`config.mk`:
```
export PLATFORM = sky130hd
export DESIGN_NAME = pio_write_arbiter
export DESIGN_NICKNAME = d
export VERILOG_FILES = /design/src/rtl/pio_write_arbiter.sv
export SDC_FILE = /design/constraint.sdc
export NUM_CORES = 1
export LEC_CHECK = 0
export ABC_AREA = 1
export CAP_MARGIN = 20
export CORE_MARGIN = 2
export CORE_UTILIZATION = 38
export DETAILED_ROUTE_END_ITERATION = 8
export GPL_ROUTABILITY_DRIVEN = 0
export GPL_TIMING_DRIVEN = 1
export PLACE_DENSITY = 0.81
export SLEW_MARGIN = 20
export SYNTH_ARGS = -nofsm -noshare
export SYNTH_HDL_FRONTEND = slang
export SYNTH_SLANG_ARGS = --single-unit
```
`constraint.sdc`:
```
create_clock -name clk -period 1.5 [get_ports clk]
set_input_delay 0.15 -clock clk [delete_from_list [all_inputs] [get_ports clk]]
set_output_delay 0.15 -clock clk [all_outputs]
set_load 0.005 [all_outputs]
```
`src/rtl/pio_write_arbiter.sv`:
```
// Round-robin arbiter that sequences one requester's write (and optional readback check) onto the PIO slave.
// Latency: WRITE in the cycle after the grant edge, ack 3 cycles after it (2 with VERIFY=0), then one IDLE cycle.
// Backpressure: requests are levels held until ack; a request seen while busy waits for the next IDLE cycle.
module pio_write_arbiter #(
    parameter int DATA_W = 12,
    parameter bit VERIFY = 1'b1
) (
    input  logic              clk,
    input  logic              reset_n,
    input  logic              req0,
    input  logic [DATA_W-1:0] data0,
    output logic              ack0,
    input  logic              req1,
    input  logic [DATA_W-1:0] data1,
    output logic              ack1,
    output logic [1:0]        pio_address,
    output logic              pio_chipselect,
    output logic              pio_write_n,
    output logic [31:0]       pio_writedata,
    input  logic [31:0]       pio_readdata,
    output logic              busy,
    output logic              last_grant,
    output logic              verify_err,
    input  logic              err_clr,
    output logic [15:0]       wr_count
);

    typedef enum logic [1:0] {IDLE, WRITE, READ, ACK} state_t;

    state_t            state;
    state_t            state_nxt;
    logic [DATA_W-1:0] hold;
    logic              grant_nxt;
    logic              any_req;
    logic              mismatch;
    logic              unused_rd_hi;

    assign any_req      = req0 | req1;
    // On contention the requester that did not win last time goes next.
    assign grant_nxt    = (req0 && req1) ? ~last_grant : req1;
    assign mismatch     = (pio_readdata[DATA_W-1:0] != hold);
    assign unused_rd_hi = ^pio_readdata[31:DATA_W];

    always_ff @(posedge clk or negedge reset_n) begin
        if (!reset_n) begin
            state <= IDLE;
        end else begin
            state <= state_nxt;
        end
    end

    always_comb begin
        state_nxt = state;
        case (state)
            IDLE:    if (any_req) state_nxt = WRITE;
            WRITE:   state_nxt = (VERIFY != 1'b0) ? READ : ACK;
            READ:    state_nxt = ACK;
            ACK:     state_nxt = IDLE;
            default: state_nxt = IDLE;
        endcase
    end

    always_ff @(posedge clk or negedge reset_n) begin
        if (!reset_n) begin
            hold       <= '0;
            last_grant <= 1'b1;
            verify_err <= 1'b0;
            wr_count   <= 16'h0000;
        end else begin
            if (state == IDLE && any_req) begin
                last_grant <= grant_nxt;
                hold       <= grant_nxt ? data1 : data0;
            end
            // A mismatch at the same edge as err_clr keeps the flag set.
            if (state == READ && mismatch) begin
                verify_err <= 1'b1;
            end else if (err_clr) begin
                verify_err <= 1'b0;
            end
            if (state == ACK) begin
                wr_count <= wr_count + 16'd1;
            end
        end
    end

    always_comb begin
        busy           = (state != IDLE);
        ack0           = (state == ACK) && !last_grant;
        ack1           = (state == ACK) && last_grant;
        pio_address    = 2'b00;
        pio_chipselect = (state == WRITE) || (state == READ);
        pio_write_n    = (state != WRITE);
        pio_writedata  = '0;
        if (state == WRITE) begin
            pio_writedata = {{(32-DATA_W){1'b0}}, hold};
        end
    end

endmodule
```
==> flow_summary.toml <==
[status]
outcome = "finished with violations"
violations = "setup timing"

[timing]
drv_slew = 0
post-route-period-util = 1.013
fin_worst_skew_ns = 0.006987
finalSetupViolCount = 5
max_freq_ghz = 0.6582
hold_viol = 0
holdWs_ns = 0.1453
rsz0062_at_grt = "yes"
period_needed_ns = 1.519
worst_slack_ns = -0.01938

[power_and_ir_drop]
intPower_w = 0.003010
clkPwrFrac = 0.172
netSwitchingFraction = 0.3770
seq_power_share = 0.312
power_frac_comb = 0.516
power_density_mw_per_mm2 = 1540
p_sw_w = 0.001822
p_leak_nw = 1.562
vdd.ir_drop.worst_uv = 1089

[clock_network]
cts_sinks = 32
clkLatencyLatePin_ns = 0.29
clockBufferDepth = 2
cts.clk_slew.worst_paths_ns = 0.07
cts_buffers = 5
cts_tree = "done"
hold_buffers = 0
ctsRootBufferMaster = "clkbuf_8"
htree_levels = 2

[hold_path]
hp-class = "in -> async"

[placement]
post-dp-hpwl_um = 3773
io_buffers = 75
place_area_sq_mm = 0.002841

[logic_synthesis]
ys_async_sr_fraction = 1.000
yosys_warnings = 0
synth_enable_flop_cells = 0
synth_largest_area_cell = "dfrtp_1"
synth.most_common_cell = "nand2_1"
ys_types = 32
netlist.area_leader.share = 0.3856
yosys-top-cells-count = "nand2_1, inv_1, dfrtp_1, buf_4, nor2_1"
ys.flop_type = "dfrtp_1"
synthCells = 256
ys_seq_elements = 32
synthTopCellsByArea = "dfrtp_1, nand2_1, buf_4"
ys_seq_area_frac = 0.3986
syn_area_sq_mm = 0.002012
syn_avg_cell_area_sq_um = 7.859

[grt]
grt_max_degree = 14
gr-usage-all-layers = 0.1738
grt_pass1_wl_um = 8197
grt_overflow = 0
grt_pass1_vias = 1813
antenna_found_initial = 0

[routing]
wl_per_cell_um = 12.08
route.detailed.drc = 0
drt_iter0_markers = 66
dr.pass1.iters = 4
vias_per_cell = 4.414
vias = 1898
finalWirelength_um = 5193
drtAntennaViolNets = 0

[worst_setup_path]
cp_max_fo = 4
cp-start-kind = "flop"
end_kind = "primary output"
criticalPathCategory = "reg -> out"
worstPathRequired_ns = 1.35
crit_arrival_ns = 1.37

[die]
die_x_um = 76.77
design.die.area_sq_mm = 0.005893
rows = 26
floorplan.initialDensity = 0.3939
dieHeight_um = 76.77
core_area_sq_mm = 0.005107
pin_count = 118

[layout]
final_cell_area_sq_mm = 0.003137
drive_above_1_share = 0.2611
syn_to_final_growth_pct = 55.91
fin_nets = 425
n_antenna_cell = 0

[job]
drv_cap = 0
## worst paths after layout
| check | slack (ns) | depth (start not counted) | from | endpoint |
|---|---|---|---|---|
| min reg2reg | 0.49 | 1 | wr_count[8] | wr_count[8] |
| min | 0.15 | 1 | reset_n | state[1] |
| min in group clk | 0.46 | 4 | err_clr | verify_err |
| max in group asynchronous | 0.82 | 2 | reset_n | wr_count[2] |
| max reg2reg | 0.01 | 9 | state[0] | wr_count[12] |
| max | -0.02 | 7 | state[1] | pio_writedata[8] |
## stage by stage
| stage | total power, W | TNS [ns] | util | instances | setup slack, ns |
|---|---|---|---|---|---|
| after floorplan | 0.002495 | 0 | - | 277 | 0.1398 |
| after global placement | 0.003434 | -0.6712 | 0.5563 | 408 | -0.06583 |
| after detailed placement | 0.003500 | -1.261 | 0.5563 | 408 | -0.08429 |
| after CTS | 0.004626 | -1.666 | 0.5977 | 426 | -0.1358 |
| after global routing | 0.005160 | -0.6525 | 0.6142 | 430 | -0.07424 |
| final | 0.004832 | -0.05582 | 0.6142 | 430 | -0.01938 |
## critical path: stages (launching register included)
cell and delay, ns:
dfrtp_2 0.42, inv_4 0.07, ha_4 0.16, buf_6 0.12, buf_12 0.12, nand2_2 0.04
inv_1 0.03, buf_2 0.12
## kinds of logic after synthesis
kind of cell             share of synthesized area
other                                     0.001864
XOR/XNOR                                   0.08271
AO/OA/AOI/OAI                              0.08395
AND/OR/NAND/NOR                             0.2307
flip-flops                                  0.3986
buffers and inverters                       0.1710
adder cells (fa/ha/maj)                    0.03109
## sequential cells by signal (all words and copies together) (netlist names)
name        flops
state           2
verify_err      1
wr_count       16
hold           12
last_grant      1
## cells in the final DEF, fill, tap and decap left out, types with 8 or more instances in the layout
cell type	n
conb_1	22
dfrtp_1	28
xnor2_1	11
buf_4	19
buf_6	9
nor2_1	21
xor2_1	8
nand2_1	47
clkdlybuf4s50_1	57
buf_2	10
inv_1	30
o21ai_1	15
nand2_2	13
## power groups by stage
| stage | Combinational, W | Sequential [W] | Clock, W |
|---|---|---|---|
| after floorplan | 0.00107 | 0.00142 | 0 |
| after global placement | 0.00200 | 0.00144 | 0 |
| after detailed placement | 0.00204 | 0.00146 | 0 |
| after CTS | 0.00229 | 0.00148 | 0.000853 |
| after global routing | 0.00273 | 0.00155 | 0.000879 |
| final | 0.00250 | 0.00151 | 0.000831 |
## what timing repair did
item                       in CTS  in global routing
setup buffers                  11                  6
setup endpoints to repair      28                 36
cloned                          1                  0
pin swaps                       3                 11
resized for setup              88                 36
## routing by layer
layer	vias to the layer above	global-route usage	share of wire
met1	879	0.2109	0.43
met3	7	0.02824	0.040
li1	955	-	-
met5	-	0	0
met2	57	0.3044	0.52
met4	0	0.07273	0.016
## final cells by class
class / count / area [sq um]
multi-input combinational: 179 / 1046
fill: 454 / 1971
timing repair buffer: 102 / 927.1
tap: 70 / 87.58
sequential: 32 / 805.8
inverter: 39 / 158.9
clock inverter: 3 / 42.54
clock buffer: 5 / 68.82
Note: power is estimated with default switching activity, not from simulation.
